## src/rtl/rfd_hs_rx.sv

```systemverilog
// rfd_hs_rx: receive side of a toggle-handshake bus crossing.
// Detects a synchronized request toggle, waits SETTLE_CYCLES enabled cycles,
// captures the source-held word, offers it on a valid/ready port, and then
// answers with an acknowledge toggle.
// Optional feature macro: RFD_HSRX_PARITY_EN adds asyncParity and parityErr.
module rfd_hs_rx #(
   parameter int DATA_WIDTH    = 16,
   parameter int SETTLE_CYCLES = 2
) (
   input  logic                  outClk,
   input  logic                  outRst,
   input  logic                  outEn,
   input  logic                  reqSync,
   input  logic [DATA_WIDTH-1:0] asyncData,
`ifdef RFD_HSRX_PARITY_EN
   input  logic                  asyncParity,
`endif
   output logic [DATA_WIDTH-1:0] dataOut,
   output logic                  dataValid,
   input  logic                  dataReady,
   output logic                  ackToggle,
   output logic                  busy,
   output logic [7:0]            overrunCnt
`ifdef RFD_HSRX_PARITY_EN
   ,
   output logic                  parityErr
`endif
);

   typedef enum logic [1:0] {
      IDLE    = 2'd0,
      SETTLE  = 2'd1,
      CAPTURE = 2'd2,
      OUT     = 2'd3
   } state_t;

   localparam logic [3:0] SETTLE_LOAD = 4'(SETTLE_CYCLES);

   state_t                state;
   state_t                state_next;
   logic                  req_prev;
   logic                  req_prev_next;
   logic [3:0]            cnt;
   logic [3:0]            cnt_next;
   logic [DATA_WIDTH-1:0] data_next;
   logic                  valid_next;
   logic                  ack_next;
   logic [7:0]            overrun_next;
   logic                  req_event;

`ifdef RFD_HSRX_PARITY_EN
   logic                  parity_next;
`endif

   assign req_event = (reqSync != req_prev);
   assign busy      = (state != IDLE);

   // State register: reset wins over the enable, otherwise advance only on enabled edges.
   always_ff @(posedge outClk) begin
      if (outRst) begin
         state <= IDLE;
      end else if (outEn) begin
         state <= state_next;
      end
   end

   // Next-state and next-value logic for the handshake; overrun handling sits on top.
   always_comb begin
      state_next    = state;
      req_prev_next = req_prev;
      cnt_next      = cnt;
      data_next     = dataOut;
      valid_next    = dataValid;
      ack_next      = ackToggle;
      overrun_next  = overrunCnt;
`ifdef RFD_HSRX_PARITY_EN
      parity_next   = parityErr;
`endif

      case (state)
         IDLE: begin
            if (req_event) begin
               req_prev_next = reqSync;
               if (SETTLE_CYCLES > 0) begin
                  cnt_next   = SETTLE_LOAD;
                  state_next = SETTLE;
               end else begin
                  state_next = CAPTURE;
               end
            end
         end
         SETTLE: begin
            cnt_next = cnt - 4'd1;
            if (cnt == 4'd1) begin
               state_next = CAPTURE;
            end
         end
         CAPTURE: begin
            data_next  = asyncData;
            valid_next = 1'b1;
            state_next = OUT;
`ifdef RFD_HSRX_PARITY_EN
            if (^{asyncData, asyncParity}) begin
               parity_next = 1'b1;
            end
`endif
         end
         OUT: begin
            if (dataReady && dataValid) begin
               valid_next = 1'b0;
               ack_next   = ~ackToggle;
               state_next = IDLE;
            end
         end
         default: begin
            state_next = IDLE;
         end
      endcase

      // A toggle outside IDLE is dropped and counted; the current transfer is untouched.
      if (req_event && (state != IDLE)) begin
         req_prev_next = reqSync;
         if (overrunCnt != 8'd255) begin
            overrun_next = overrunCnt + 8'd1;
         end
      end
   end

   // Datapath and status registers, held while the enable is low.
   always_ff @(posedge outClk) begin
      if (outRst) begin
         req_prev   <= 1'b0;
         cnt        <= 4'd0;
         dataOut    <= '0;
         dataValid  <= 1'b0;
         ackToggle  <= 1'b0;
         overrunCnt <= 8'd0;
`ifdef RFD_HSRX_PARITY_EN
         parityErr  <= 1'b0;
`endif
      end else if (outEn) begin
         req_prev   <= req_prev_next;
         cnt        <= cnt_next;
         dataOut    <= data_next;
         dataValid  <= valid_next;
         ackToggle  <= ack_next;
         overrunCnt <= overrun_next;
`ifdef RFD_HSRX_PARITY_EN
         parityErr  <= parity_next;
`endif
      end
   end

endmodule

```

## config.mk

```make
export PLATFORM = sky130hd
export DESIGN_NAME = rfd_hs_rx
export DESIGN_NICKNAME = d
export VERILOG_FILES = /design/src/rtl/rfd_hs_rx.sv
export SDC_FILE = /design/constraint.sdc
export NUM_CORES = 1
export LEC_CHECK = 0
export ABC_AREA = 0
export CAP_MARGIN = 20
export CORE_ASPECT_RATIO = 0.9
export CORE_MARGIN = 4
export CORE_UTILIZATION = 41
export DETAILED_ROUTE_END_ITERATION = 8
export HOLD_SLACK_MARGIN = 0.02
export PLACE_DENSITY_LB_ADDON = 0.2
export SYNTH_ARGS = -nofsm -noshare
export SYNTH_HDL_FRONTEND = slang
export SYNTH_SLANG_ARGS = --single-unit
```

## constraint.sdc

```tcl
create_clock -name outClk -period 1.5 [get_ports outClk]
set_input_delay 0.3 -clock outClk [delete_from_list [all_inputs] [get_ports outClk]]
set_output_delay 0.3 -clock outClk [all_outputs]
set_load 0.01 [all_outputs]
```

Word level (Yosys, flattened, before mapping)
Index checks and enable logic that the tools add are counted. W data, S select, Z words.

Register bits after elaboration: 33. Logic and storage cells: 45. Output and inout bits: 27. Input bits: 21.

Bitwise gates (word level): 1. Add/subtract/negate cells: 2. Equal/unequal tests: 9. Mux-type cells: 11. Reductions and logical operators: 15.

Operators by type and width (count): $reduce_and A3 Y1 (5); $reduce_bool A2 Y1 (5); $add A8 B1 Y8 const B (1); $ne A8 B8 Y1 const B (1); $pmux W2 S4 (1); $pmux W4 S2 (1); $mux W2 (3); $ne A2 B2 Y1 const B (3); $eq A2 B2 Y1 const B (2); $eq A4 B1 Y1 const B (1); $mux W1 (4); $mux W4 (1); $reduce_and A4 Y1 (1); $sub A4 B1 Y4 const B (1); $eq A2 B1 Y1 const B (1); $logic_and A1 B1 Y1 (2); $logic_not A2 Y1 (1); $pmux W1 S2 (1); $reduce_and A2 Y1 (1); $ne A1 B1 Y1 (1); $not A1 Y1 (1).

Longest topological paths before layout
Gate-level depths: netlist (run 1).

Depth in word-level cells: 4. Gate-level depth with buffers: 7. Depth with buffers taken out: 6.

Least setup slack after synthesis (run 1)
Ideal clock, no wire load.

Path type: reg-to-reg. Start point: register cnt[0]. End point: register state[1]. Data required time: 1.384 ns. Cell stages (with the launch flop): 6. Path slack: 0.015 ns. Period minus slack after synthesis: 1.485 ns. Arrival: 1.368 ns. Buffers on the path: 0. Setup time: 0.116 ns. Path through: dfxtp_1 ha_1 or3b_1 a22oi_1 a211oi_1 a41o_1.

Longest elaborated chain between the ends: 3.

Ends and longest elaborated chain: from (decl) (RTL line 43) `logic [3:0] cnt;`; from (signal assigned) (RTL line 143) `cnt <= cnt_next;`; $eq A4 B1 Y1 (RTL line 94) `if (cnt == 4'd1) begin`; $ne A2 B2 Y1 (no line); $reduce_and A4 Y1 (no line); to (signal assigned) (RTL line 63) `state <= state_next;`; to (decl) (RTL line 39) `state_t state;`.

No other way between the ends. A chain may end at the register's enable or synchronous reset.

Final worst setup path (run 1)
Start point: register cnt[1]. End point: register state[0].

Same word-level chain as after synthesis.

==> impl_metrics.prom, run 1 <==
# TYPE chip_impl_metric gauge
chip_impl_metric{name="antenna_found_initial",unit=""} 0
chip_impl_metric{name="vias_per_cell",unit=""} 5.19
chip_impl_metric{name="syn_inst",unit=""} 176
chip_impl_metric{name="layout.nets",unit=""} 283
chip_impl_metric{name="drt_wl_cell",unit="um"} 14.6
chip_impl_metric{name="grtUsageTotal",unit="%"} 18.4
chip_impl_metric{name="final_core_util",unit="%"} 72.2
chip_impl_metric{name="clk-insertion-delay-late",unit="ps"} 280
chip_impl_info{name="netlist_top_cells_area",value="dfxtp_1 (45%), nand2_1 (10%), a21oi_1 (8.9%), ha_1 (6.8%), nand3_1 (2.4%)"} 1
chip_impl_metric{name="reg2reg_setup_slack",unit="ps"} -40
chip_impl_metric{name="synth.avg_cell_area",unit="um^2"} 8.33
chip_impl_metric{name="final_estimated_routing_congestion_in_global_placement",unit=""} 0.847
chip_impl_metric{name="synthesized_flop_and_latch_total",unit=""} 33
chip_impl_metric{name="ff_latch_area",unit="um^2"} 673
chip_impl_metric{name="data_required_time_at_the_worst_endpoint",unit="ps"} 1680
chip_impl_metric{name="filler_cell_count",unit=""} 271
chip_impl_metric{name="wl_met2",unit="mm"} 2.34
chip_impl_info{name="critical_path.endpoint_type",value="flop"} 1
chip_impl_metric{name="synth.net_count",unit=""} 205
chip_impl_metric{name="detailedRoute.firstPassIterationCount",unit=""} 4
chip_impl_metric{name="cts_sinks",unit=""} 33
chip_impl_metric{name="routed_wl",unit="mm"} 4.37
chip_impl_metric{name="ctsLongestPathBuffers",unit=""} 2
chip_impl_metric{name="drt_drc_violations_left",unit=""} 0
chip_impl_metric{name="synth-compound-area-share",unit="%"} 18.1
chip_impl_info{name="hold_path_class",value="reg2reg"} 1
chip_impl_metric{name="synth.top_cell.area_share",unit="%"} 45.1
chip_impl_metric{name="report.final.slew_viol_count",unit=""} 0
chip_impl_metric{name="m1WireLength",unit="mm"} 1.74
chip_impl_info{name="status",value="finished with violations"} 1
chip_impl_metric{name="remaining_overflow_grt",unit=""} 0
chip_impl_metric{name="finalSetupViolations",unit=""} 3
chip_impl_metric{name="asyncSetResetFlopFracSynth",unit="%"} 0
chip_impl_info{name="largest_family_of_logic_cells_by_synthesized_area",value="simple AND/OR/NAND/NOR gates"} 1
chip_impl_metric{name="p_switching",unit="mW"} 0.556
chip_impl_info{name="layout.cells.most_common",value="nand2_1"} 1
chip_impl_info{name="crit_path_end",value="state[0]"} 1
chip_impl_metric{name="synth.mux.area_fraction",unit="%"} 1.37
chip_impl_metric{name="first_global_vias",unit=""} 1588
chip_impl_metric{name="io_buffer_count",unit=""} 47
chip_impl_info{name="top_signal_layer_used",value="met4"} 1
chip_impl_metric{name="cts-buffers-inserted",unit=""} 5
chip_impl_info{name="critical_path.startpoint_type",value="flop"} 1
chip_impl_metric{name="yosysWarningCount",unit=""} 0
chip_impl_info{name="worst-setup-path-type",value="reg2reg"} 1
chip_impl_metric{name="initial_core_util",unit="%"} 43.1
chip_impl_info{name="tritoncts_clock_tree",value="yes"} 1
chip_impl_metric{name="place_worst_setup_slack",unit="ps"} -416
chip_impl_metric{name="overall_die_width",unit="um"} 71.0
chip_impl_info{name="worst_r2r_start",value="cnt[1]"} 1
chip_impl_metric{name="yosys.area_share.adder",unit="%"} 6.83
chip_impl_metric{name="combinationalPowerShare",unit="%"} 22.4
chip_impl_metric{name="finalWorstSetupSlack",unit="ps"} -38.0
chip_impl_metric{name="num_antenna_cells",unit=""} 0
chip_impl_metric{name="maximum_level_of_the_cts_h_tree",unit=""} 2
chip_impl_info{name="r2r-end",value="state[0]"} 1
chip_impl_metric{name="final.setup_skew",unit="ps"} 3.69
chip_impl_info{name="ys_dominant_reg_cell",value="dfxtp_1"} 1
chip_impl_metric{name="maximum_fanout_encountered_on_the_critical_timing_path",unit=""} 3
chip_impl_metric{name="timing_worst_slew_pin_value",unit="ps"} 332
chip_impl_metric{name="peakVddDrop",unit="V"} 0.000654
chip_impl_info{name="crit_start",value="cnt[1]"} 1
chip_impl_metric{name="ys_seq_area_share",unit="%"} 45.1
chip_impl_metric{name="max_freq",unit="MHz"} 650
chip_impl_metric{name="timing_hold_violations_final",unit=""} 0
chip_impl_metric{name="floorplan.rows",unit=""} 20
chip_impl_metric{name="final_layout_size_suffix_gt1_share",unit="%"} 27.8
chip_impl_metric{name="final_antenna_net_count",unit=""} 0
chip_impl_metric{name="clk_pin_slew",unit="ps"} 70
chip_impl_metric{name="wire_length_of_the_first_global_routing_pass",unit="mm"} 6.85
chip_impl_metric{name="die-area",unit="um^2"} 4600
chip_impl_metric{name="yosys.area_share.simple",unit="%"} 21.0
chip_impl_info{name="cell_taking_the_most_area_after_synthesis",value="dfxtp_1"} 1
chip_impl_metric{name="multi_input_comb_area",unit="um^2"} 863
chip_impl_metric{name="route.vias.total",unit=""} 1552
chip_impl_metric{name="power_density",unit="nW/um^2"} 826
chip_impl_metric{name="max-cap-violations",unit=""} 0
chip_impl_metric{name="internal_power",unit="mW"} 1.47
chip_impl_metric{name="mappedNetlistArea",unit="um^2"} 1470
chip_impl_metric{name="timing.reg2reg.worst_path_depth",unit=""} 6
chip_impl_metric{name="post_route_setup_tns",unit="ps"} -78.4
chip_impl_metric{name="wl_met3",unit="um"} 233
chip_impl_metric{name="core_area",unit="um^2"} 3400
chip_impl_metric{name="iter_0_drt_violations",unit=""} 63
chip_impl_metric{name="cellLeakagePower",unit="nW"} 1.12
chip_impl_metric{name="max_slew_margin",unit="%"} 77.7
chip_impl_metric{name="cp.arrival",unit="ps"} 1720
chip_impl_metric{name="share_clk_of_total_power",unit="%"} 31.2
chip_impl_info{name="violations",value="setup timing"} 1
chip_impl_info{name="cts.root.buffer_cell",value="clkbuf_8"} 1
chip_impl_metric{name="post-route-period-util",unit="%"} 103
chip_impl_info{name="most-common-layout-cells",value="nand2_1 (39), buf_4 (29), clkdlybuf4s50_1 (25)"} 1
chip_impl_metric{name="top_level_ports",unit=""} 48
chip_impl_metric{name="area_growth_syn_to_layout",unit="%"} 67.5
chip_impl_info{name="grt_setup_unrepaired",value="yes"} 1
chip_impl_metric{name="hold_slack",unit="ps"} 454
chip_impl_metric{name="synth_enable_flop_cells",unit=""} 0
chip_impl_metric{name="post_synth_xor_area_fraction",unit="%"} 2.39
chip_impl_metric{name="grt_max_degree",unit=""} 18
chip_impl_info{name="worstHoldStart",value="dataOut[10]"} 1
chip_impl_metric{name="switching_share",unit="%"} 27.4
chip_impl_metric{name="synth.lib_cells_used.distinct",unit=""} 35
chip_impl_metric{name="power_frac_seq",unit="%"} 46.4
chip_impl_metric{name="die_h",unit="um"} 64.7
chip_impl_metric{name="dpl.hpwl",unit="mm"} 2.99
chip_impl_metric{name="finalPower",unit="mW"} 2.03
chip_impl_metric{name="period_needed",unit="ps"} 1540
critical path, stage by stage, from the launching register on:
cell and delay, ps:
dfxtp_2 320, inv_2 70, ha_4 110, or3b_4 370, a22oi_2 230, a21oi_2 90, a311oi_2 240
per-layer routing:
layer / global-route usage (%) / vias to the layer above
li1: - / 764
met1: 19.1 / 737
met2: 34.6 / 44
met3: 5.27 / 7
met4: 7.28 / 0
met5: 0 / -
cell usage after synthesis, drive strengths merged (2+ instances only):
cell type	n
a21oi	26
buf	3
clkbuf	6
dfxtp	33
ha	8
inv	9
mux2i	2
nand2	39
nand3	7
nand4	3
nor2	5
o21ai	5
o31ai	3
or3	3
or4	3
xor2	3
power by group through the flow:
stage,sequential [mW],clock (mW),combinational [mW]
after floorplan,0.960,0,0.160
after global placement,0.949,0,0.356
after detailed placement,0.952,0,0.375
after CTS,0.936,0.654,0.395
after global routing,0.945,0.692,0.492
final,0.941,0.633,0.455
flip-flops by register name, summed over array words and instances, names as in the netlist:
signal	flops
dataOut	16
overrunCnt	8
cnt	4
state	2
ackToggle	1
dataValid	1
req_prev	1
final cells by class:
cell class              count  share of cell area [%]
multi-input cells         126                    35.2
repair buffers             79                    30.4
flip-flops and latches     33                    27.4
clock buffers               6                    2.95
well taps                  44                    2.24
inverters                   9                    1.48
clock inverters             2                   0.408
logic make-up after synthesis:
| group | Yosys count |
|---|---|
| and+or+nand+nor | 67 |
| muxes | 2 |
| buffers and inverters | 18 |
| AOI/OAI and AO/OA | 44 |
| xor gates and xnor gates | 4 |
| adders and majority gates | 8 |
| DFF | 33 |
worst min path at each step:
| stage | end | cells past startpoint | slack, ps |
|---|---|---|---|
| global placement | dataOut[15] | 2 | 440 |
| CTS | dataOut[10] | 2 | 460 |
| global route | dataOut[8] | 2 | 470 |
| detailed placement | dataOut[10] | 2 | 450 |
| finish | dataOut[10] | 2 | 450 |
| floorplan | dataOut[0] | 2 | 440 |
stage by stage:
step / std cells / instance area (um^2)
detailed placement: 282 / 2150
CTS: 292 / 2270
finish: 299 / 2460
floorplan: 176 / 1470
global route: 299 / 2460
global placement: 282 / 2150
timing repair:
action	4_1_cts	5_1_grt
buffers inserted	1	8
setup endpoints to repair	21	28
gates resized for setup	24	38
hold buffers	0	0
cloned	1	0
pin swaps	5	9
Note: power is estimated with default switching activity, not from simulation.
==> inputs of run 2 (changes only) <==
--- a/config.mk
+++ b/config.mk
@@ -10,6 +10,7 @@
 export CORE_ASPECT_RATIO = 0.9
 export CORE_MARGIN = 4
 export CORE_UTILIZATION = 41
+export CTS_CLUSTER_SIZE = 16
 export DETAILED_ROUTE_END_ITERATION = 8
 export HOLD_SLACK_MARGIN = 0.02
 export PLACE_DENSITY_LB_ADDON = 0.2
==> results of run 2 <==
No change in the layout: final DEF, timing and power equal those of run 1.
